File: src/rtl/pipeline_stall_controller_if.sv
// Control bundle between the hazard/MEM side of the pipeline and the stall controller.
// master drives the stall/branch/memory requests; slave is the controller that returns the stage controls.
interface pipeline_stall_controller_if #(
  parameter int CNT_W = 16
);
  logic             hz_load_stall;
  logic             id_branch_taken;
  logic             mem_req;
  logic             mem_ready;
  logic             pc_enable;
  logic             if_id_enable;
  logic             if_id_flush;
  logic             id_ex_enable;
  logic             id_ex_nop;
  logic             ex_mem_enable;
  logic             mem_wb_bubble;
  logic [1:0]       state;
  logic             fault;
  logic [CNT_W-1:0] stall_count;
  logic [CNT_W-1:0] flush_count;

  modport master (
    output hz_load_stall, id_branch_taken, mem_req, mem_ready,
    input  pc_enable, if_id_enable, if_id_flush, id_ex_enable, id_ex_nop,
           ex_mem_enable, mem_wb_bubble, state, fault, stall_count, flush_count
  );

  modport slave (
    input  hz_load_stall, id_branch_taken, mem_req, mem_ready,
    output pc_enable, if_id_enable, if_id_flush, id_ex_enable, id_ex_nop,
           ex_mem_enable, mem_wb_bubble, state, fault, stall_count, flush_count
  );
endinterface

File: src/rtl/pipeline_stall_controller.sv
// Stall/bubble/flush sequencer for the 5-stage pipeline; controls are combinational, state is registered.
// Optional statistics counters are built only when PIPE_STALL_STATS_EN is defined.
module pipeline_stall_controller #(
  parameter int LOAD_STALL_CYCLES = 1,
  parameter int MEM_TIMEOUT       = 64,
  parameter int CNT_W             = 16
) (
  input logic                        clk,
  input logic                        reset,
  pipeline_stall_controller_if.slave bus
);
  localparam int WAIT_W = (MEM_TIMEOUT > 0) ? $clog2(MEM_TIMEOUT + 1) : 1;
  localparam logic [WAIT_W-1:0] TIMEOUT_CNT = WAIT_W'(MEM_TIMEOUT);
  localparam logic [3:0]        LD_RELOAD   = 4'(LOAD_STALL_CYCLES - 1);

  typedef enum logic [1:0] {
    S_RUN     = 2'b00,
    S_LDSTALL = 2'b01,
    S_MEMWAIT = 2'b10,
    S_FAULT   = 2'b11
  } state_e;

  typedef struct packed {
    logic pc;
    logic if_id;
    logic flush;
    logic id_ex;
    logic nop;
    logic ex_mem;
    logic bubble;
  } ctrl_t;

  localparam ctrl_t CTRL_ADVANCE = 7'b1101010;
  localparam ctrl_t CTRL_BUBBLE  = 7'b0001110;
  localparam ctrl_t CTRL_FREEZE  = 7'b0000001;
  localparam ctrl_t CTRL_FLUSH   = 7'b1111010;
  localparam ctrl_t CTRL_RESET   = 7'b0000101;

  state_e            state_q, state_d, eff_state;
  logic [3:0]        ld_cnt_q, ld_cnt_d;
  logic [WAIT_W-1:0] wait_cnt_q, wait_cnt_d;
  logic              ret_ld_q, ret_ld_d;
  logic              fault_q, fault_d;
  logic              mem_wait;
  ctrl_t             ctrl;

  assign mem_wait = bus.mem_req & ~bus.mem_ready;

  // NOTE: every signal written here gets a default first, so no path can leave one unassigned and infer a latch.
  always_comb begin
    ctrl       = CTRL_ADVANCE;
    state_d    = state_q;
    ld_cnt_d   = ld_cnt_q;
    wait_cnt_d = wait_cnt_q;
    ret_ld_d   = ret_ld_q;
    fault_d    = fault_q;
    eff_state  = state_q;

    if (reset) begin
      ctrl = CTRL_RESET;
    end else if (state_q == S_FAULT) begin
      ctrl = CTRL_FREEZE;
    end else if (mem_wait) begin
      ctrl = CTRL_FREEZE;
      if (state_q == S_MEMWAIT) begin
        if (MEM_TIMEOUT != 0 && wait_cnt_q == TIMEOUT_CNT) begin
          state_d = S_FAULT;
          fault_d = 1'b1;
        end else if (wait_cnt_q != '1) begin
          wait_cnt_d = wait_cnt_q + 1'b1;
        end
      end else begin
        // ld_cnt stays frozen; a nonzero value means the load stall resumes afterwards.
        state_d    = S_MEMWAIT;
        wait_cnt_d = WAIT_W'(1);
        ret_ld_d   = (ld_cnt_q != 4'd0);
      end
    end else begin
      wait_cnt_d = '0;
      // The completion cycle of a memory wait behaves as the state it interrupted.
      if (state_q == S_MEMWAIT) begin
        eff_state = ret_ld_q ? S_LDSTALL : S_RUN;
      end
      if (eff_state == S_LDSTALL) begin
        ctrl     = CTRL_BUBBLE;
        ld_cnt_d = (ld_cnt_q != 4'd0) ? ld_cnt_q - 4'd1 : 4'd0;
        state_d  = (ld_cnt_q <= 4'd1) ? S_RUN : S_LDSTALL;
      end else if (bus.hz_load_stall) begin
        ctrl = CTRL_BUBBLE;
        if (LOAD_STALL_CYCLES > 1) begin
          ld_cnt_d = LD_RELOAD;
          state_d  = S_LDSTALL;
        end else begin
          state_d = S_RUN;
        end
      end else begin
        state_d = S_RUN;
        if (bus.id_branch_taken) begin
          ctrl = CTRL_FLUSH;
        end
      end
    end
  end

  // NOTE: state registers use non-blocking assignments so every flop samples pre-edge values.
  always_ff @(posedge clk) begin
    if (reset) begin
      state_q    <= S_RUN;
      ld_cnt_q   <= 4'd0;
      wait_cnt_q <= '0;
      ret_ld_q   <= 1'b0;
      fault_q    <= 1'b0;
    end else begin
      state_q    <= state_d;
      ld_cnt_q   <= ld_cnt_d;
      wait_cnt_q <= wait_cnt_d;
      ret_ld_q   <= ret_ld_d;
      fault_q    <= fault_d;
    end
  end

  assign bus.pc_enable     = ctrl.pc;
  assign bus.if_id_enable  = ctrl.if_id;
  assign bus.if_id_flush   = ctrl.flush;
  assign bus.id_ex_enable  = ctrl.id_ex;
  assign bus.id_ex_nop     = ctrl.nop;
  assign bus.ex_mem_enable = ctrl.ex_mem;
  assign bus.mem_wb_bubble = ctrl.bubble;
  assign bus.state         = state_q;
  assign bus.fault         = fault_q;

`ifdef PIPE_STALL_STATS_EN
  logic [CNT_W-1:0] stall_cnt_q;
  logic [CNT_W-1:0] flush_cnt_q;

  // Saturating counters; reset cycles never count as stalls.
  always_ff @(posedge clk) begin
    if (reset) begin
      stall_cnt_q <= '0;
      flush_cnt_q <= '0;
    end else begin
      if (!ctrl.pc && stall_cnt_q != '1) begin
        stall_cnt_q <= stall_cnt_q + 1'b1;
      end
      if (ctrl.flush && flush_cnt_q != '1) begin
        flush_cnt_q <= flush_cnt_q + 1'b1;
      end
    end
  end

  assign bus.stall_count = stall_cnt_q;
  assign bus.flush_count = flush_cnt_q;
`else
  assign bus.stall_count = '0;
  assign bus.flush_count = '0;
`endif
endmodule

File: src/flat_wrapper.sv
// flat-port wrapper written by rule: the top's interface ports become plain ports
module pipeline_stall_controller_flat 
#(
  parameter int LOAD_STALL_CYCLES = 1,
  parameter int MEM_TIMEOUT       = 64,
  parameter int CNT_W             = 16
)
  (clk, reset, bus_hz_load_stall, bus_id_branch_taken, bus_mem_req, bus_mem_ready, bus_pc_enable, bus_if_id_enable, bus_if_id_flush, bus_id_ex_enable, bus_id_ex_nop, bus_ex_mem_enable, bus_mem_wb_bubble, bus_state, bus_fault, bus_stall_count, bus_flush_count);
  pipeline_stall_controller_if #(.CNT_W(CNT_W)) bus_i ();
  input logic clk;
  input logic reset;
  input wire logic [$bits(bus_i.hz_load_stall)-1:0] bus_hz_load_stall;
  input wire logic [$bits(bus_i.id_branch_taken)-1:0] bus_id_branch_taken;
  input wire logic [$bits(bus_i.mem_req)-1:0] bus_mem_req;
  input wire logic [$bits(bus_i.mem_ready)-1:0] bus_mem_ready;
  output wire logic [$bits(bus_i.pc_enable)-1:0] bus_pc_enable;
  output wire logic [$bits(bus_i.if_id_enable)-1:0] bus_if_id_enable;
  output wire logic [$bits(bus_i.if_id_flush)-1:0] bus_if_id_flush;
  output wire logic [$bits(bus_i.id_ex_enable)-1:0] bus_id_ex_enable;
  output wire logic [$bits(bus_i.id_ex_nop)-1:0] bus_id_ex_nop;
  output wire logic [$bits(bus_i.ex_mem_enable)-1:0] bus_ex_mem_enable;
  output wire logic [$bits(bus_i.mem_wb_bubble)-1:0] bus_mem_wb_bubble;
  output wire logic [$bits(bus_i.state)-1:0] bus_state;
  output wire logic [$bits(bus_i.fault)-1:0] bus_fault;
  output wire logic [$bits(bus_i.stall_count)-1:0] bus_stall_count;
  output wire logic [$bits(bus_i.flush_count)-1:0] bus_flush_count;
  assign bus_i.hz_load_stall = bus_hz_load_stall;
  assign bus_i.id_branch_taken = bus_id_branch_taken;
  assign bus_i.mem_req = bus_mem_req;
  assign bus_i.mem_ready = bus_mem_ready;
  assign bus_pc_enable = bus_i.pc_enable;
  assign bus_if_id_enable = bus_i.if_id_enable;
  assign bus_if_id_flush = bus_i.if_id_flush;
  assign bus_id_ex_enable = bus_i.id_ex_enable;
  assign bus_id_ex_nop = bus_i.id_ex_nop;
  assign bus_ex_mem_enable = bus_i.ex_mem_enable;
  assign bus_mem_wb_bubble = bus_i.mem_wb_bubble;
  assign bus_state = bus_i.state;
  assign bus_fault = bus_i.fault;
  assign bus_stall_count = bus_i.stall_count;
  assign bus_flush_count = bus_i.flush_count;
  pipeline_stall_controller #(.LOAD_STALL_CYCLES(LOAD_STALL_CYCLES), .MEM_TIMEOUT(MEM_TIMEOUT), .CNT_W(CNT_W)) u_core (.clk(clk), .reset(reset), .bus(bus_i));
endmodule
File: config.mk
export PLATFORM = sky130hd
export DESIGN_NAME = pipeline_stall_controller_flat
export DESIGN_NICKNAME = d
export VERILOG_FILES = /design/src/rtl/pipeline_stall_controller_if.sv /design/src/rtl/pipeline_stall_controller.sv /design/src/flat_wrapper.sv
export SDC_FILE = /design/constraint.sdc
export NUM_CORES = 1
export LEC_CHECK = 0
export ABC_AREA = 1
export ABC_CLOCK_PERIOD_IN_PS = 1500
export BUFFER_PORTS_ARGS = -buffer_cell sky130_fd_sc_hd__buf_2
export CAP_MARGIN = 20
export CORE_UTILIZATION = 39
export DETAILED_ROUTE_END_ITERATION = 7
export PLACE_DENSITY_LB_ADDON = 0.3
export SLEW_MARGIN = 5
export SYNTH_ARGS = -nofsm -noshare
export SYNTH_HDL_FRONTEND = slang
export SYNTH_SLANG_ARGS = --single-unit
File: constraint.sdc
create_clock -name clk -period 1.5 [get_ports clk]
set_input_delay 0.15 -clock clk [delete_from_list [all_inputs] [get_ports clk]]
set_output_delay 0.15 -clock clk [all_outputs]
set_load 0.1 [all_outputs]
==> impl_metrics.csv <==
group,metric,value,unit
run_status,status,"complete, but fails checks",
run_status,violations,"DRC, setup timing",
min_path,hold_path.class,"primary input to register",
cells_and_area,fin_util,0.495,
timing,max_freq,0.592,GHz
critical_path,r2r_slack,0.10,ns
timing,holdWs,0.185,ns
cells_and_area,nets,195,
power,power_switching,636,µW
detailed_routing,drtIter0Drc,23,
die,die-area,3300,µm²
synthesis,yosysMostFrequentCell,"buf_4",
critical_path,cp_data_arrival_time,1.54,ns
power,p_sw_frac,0.527,
power,comb_power_share,0.470,
cts,post_cts.repair.setup_buffers,0,
critical_path,crit_fanout,4,
synthesis,netlist_top_cells_count,"buf_4 (34), inv_1 (21), nand2_1 (20)",
die,dieHeight,57.4,µm
timing,skew,0.00128,ns
critical_path,cp_slowest_stage_delay,0.39,ns
timing,fin_tns_setup,-0.572,ns
critical_path,crit_family,"simple AND/OR/NAND/NOR gates",
critical_path,reg2reg_depth,8,
cells_and_area,drive_above_1_share,0.290,
critical_path,path_class,"register to output port",
cts,cts_sinks,15,
cts,cts_tree,"built",
global_route,grt_pass1_wl,3.45,mm
critical_path,crit_start,"u_core.bus.state[1]$_SDFFE_PP0P_",
synthesis,synth_top_area_cell,"dfxtp_1",
global_route,grt_pass1_vias,864,
min_path,hold_depth,2,
die,coreArea,2830,µm²
synthesis,synthCells,167,
cts,ctsHoldBuffers,0,
placed_design,portBuffers,15,
cts,h-tree-depth,1,
global_route,grt_usage,0.132,
synthesis,synthArstFlopShare,0,
timing,fin_crit_sh,1.13,
timing,period_needed,1.69,ns
synthesis,syn_area_per_cell,7.17,µm²
global_route,grt_max_degree,12,
cts,cts_buffers,3,
synthesis,synth_area_leaders,"dfxtp_1 (25%), buf_4 (21%), inv_1 (6.6%)",
synthesis,ys_ff_latch,15,
cts,cts_buffer_depth,2,
cts,cts.clk_slew.worst_paths,0.09,ns
synthesis,yosys_warnings,0,
detailed_routing,vias,978,
cells_and_area,antenna_cells,0,
die,initial_core_util,0.423,
cts,cts_root_buffer,"clkbuf_4",
detailed_routing,firstDrtPassIters,6,
placed_design,hpwl,1.67,mm
die,die_w,57.4,µm
job,drv_cap,0,
power,leakagePower,0.000689,µW
critical_path,crit_end,"bus_if_id_flush",
critical_path,worst-path-buf-inv,1,
critical_path,cp-start-kind,"register",
synthesis,synth_top_area_frac,0.251,
cells_and_area,finalInstanceArea,1400,µm²
synthesis,synth-edff-count,0,
die,io_pins,48,
timing,setup_viol,4,
power,pwr_density_cell,861,nW/µm²
placed_design,place_congestion,0.730,
critical_path,cp-end-kind,"output port",
critical_path,worst_path_max_delay_cell,"dfxtp_4",
global_route,overflow,0,
detailed_routing,vias_per_cell,4.51,
synthesis,yosysUniqueCellTypes,28,
power,pwr-share-seq,0.335,
placed_design,place_area,1350,µm²
detailed_routing,wire_per_inst,9.53,µm
critical_path,r2r-start,"u_core.wait_cnt_q[0]$_SDFFE_PP0P_",
global_route,antenna_found_initial,0,
timing,setup_ws,-0.190,ns
detailed_routing,drc,2,
detailed_routing,wl,2.07,mm
timing,hold_viol,0,
critical_path,path_depth,5,
critical_path,cp_cell_sequence,"a21oi_4, nor2_1, or2_4, nor3b_4, buf_12",
detailed_routing,ant_nets,0,
synthesis,seq_area_frac_synth,0.251,
power,vdd_drop_max,0.426,mV
cells_and_area,syn_to_final_growth,17.0,%
timing,rsz0062_at_grt,"yes",
synthesis,ys_dominant_reg_cell,"dfxtp_1",
die,core.rowCount,19,
power,total_power,1210,µW
critical_path,crit-reg2reg-capture,"u_core.wait_cnt_q[0]$_SDFFE_PP0P_",
power,p_clk_frac,0.195,
critical_path,critPathRequiredTime,1.35,ns
cts,clk_latency,0.28,ns
power,p_int,571,µW
timing,finalMaxSlewViolations,0,
synthesis,synthesis.area,1200,µm²
worst reg2reg max path, cell delays in order, from the launching register on:
cell and delay, ns:
dfxtp_1 0.38, ha_1 0.20, nand3_1 0.16, nor2_4 0.17, nand2_4 0.09, nand3_4 0.13, nand2_1 0.08, nand2_1 0.06
nor2_1 0.05
flip-flops by register name, indices dropped and copies added (netlist names):
signal,flops
u_core.ld_cnt_q,4
u_core.ret_ld_q,1
u_core.wait_cnt_q,7
u_core.bus.fault,1
u_core.bus.state,2
logic make-up (layout without fill, tap and decap cells):
logic type	after synthesis	in the layout	synth area share
and+or+nand+nor	69	69	0.323
DFF	15	15	0.251
adders and majority gates	2	2	0.0209
other	1	32	0.00313
buffers and inverters	61	49	0.300
AOI/OAI and AO/OA	19	19	0.102
per-layer routing:
layer,up-vias,track usage,wire [µm]
met4,0,0.0732,37
met2,40,0.238,1050
met1,431,0.152,875
li1,503,-,-
met3,4,0.0136,106
met5,-,0,0
what timing repair did:
| action | in CTS | in global routing |
|---|---|---|
| pin swaps | 2 | 3 |
| hold endpoints to repair | 0 | 0 |
| resized for setup | 3 | 3 |
| setup endpoints to repair | 4 | 7 |
worst min path at each step:
stage,startpoint,end,slack (ns)
after floorplan,reset,u_core.wait_cnt_q[1]$_SDFFE_PP0P_,0.44
after global placement,u_core.bus.fault$_SDFFE_PP0P_,u_core.bus.fault$_SDFFE_PP0P_,0.44
after detailed placement,u_core.bus.fault$_SDFFE_PP0P_,u_core.bus.fault$_SDFFE_PP0P_,0.44
after CTS,reset,u_core.wait_cnt_q[1]$_SDFFE_PP0P_,0.18
after global routing,reset,u_core.wait_cnt_q[1]$_SDFFE_PP0P_,0.18
final,reset,u_core.wait_cnt_q[1]$_SDFFE_PP0P_,0.19
stage by stage:
step                setup WS, ns  instances
CTS                       -0.227        217
floorplan                 -0.981        198
global placement         -0.0134        213
detailed placement       -0.0308        213
finish                    -0.190        217
global route              -0.272        217
cell type report:
type	instances	area, µm²
clock buffer	3	22.5
clock inverter	1	5.00
fill	291	1430
inverter	25	105
multi-input combinational	122	708
sequential	15	309
tap	31	38.8
timing repair buffer	20	213
cells in the final DEF (no fill, tap or decap), types with 2 or more instances in the layout:
cell	Yosys	layout
a21oi_1	5	4
a21oi_2	5	4
a21oi_4	0	2
buf_12	0	6
buf_2	2	8
buf_4	34	4
buf_6	0	2
clkbuf_4	0	3
conb_1	1	32
dfxtp_1	15	12
dfxtp_4	0	2
ha_1	2	2
inv_1	21	20
inv_2	4	3
nand2_1	20	20
nand2_4	5	5
nand3_1	7	7
nand4_1	7	7
nor2_1	19	17
nor2_4	1	3
nor3_1	2	2
o21ai_0	3	3
o21ai_1	3	3
power groups by stage:
stage	clock, µW	sequential (µW)	combinational, µW
final	235	405	567
after global routing	261	406	579
after CTS	245	404	565
after detailed placement	0	413	562
after global placement	0	412	561
after floorplan	0	420	559
Power figures use the tool's default switching activity.
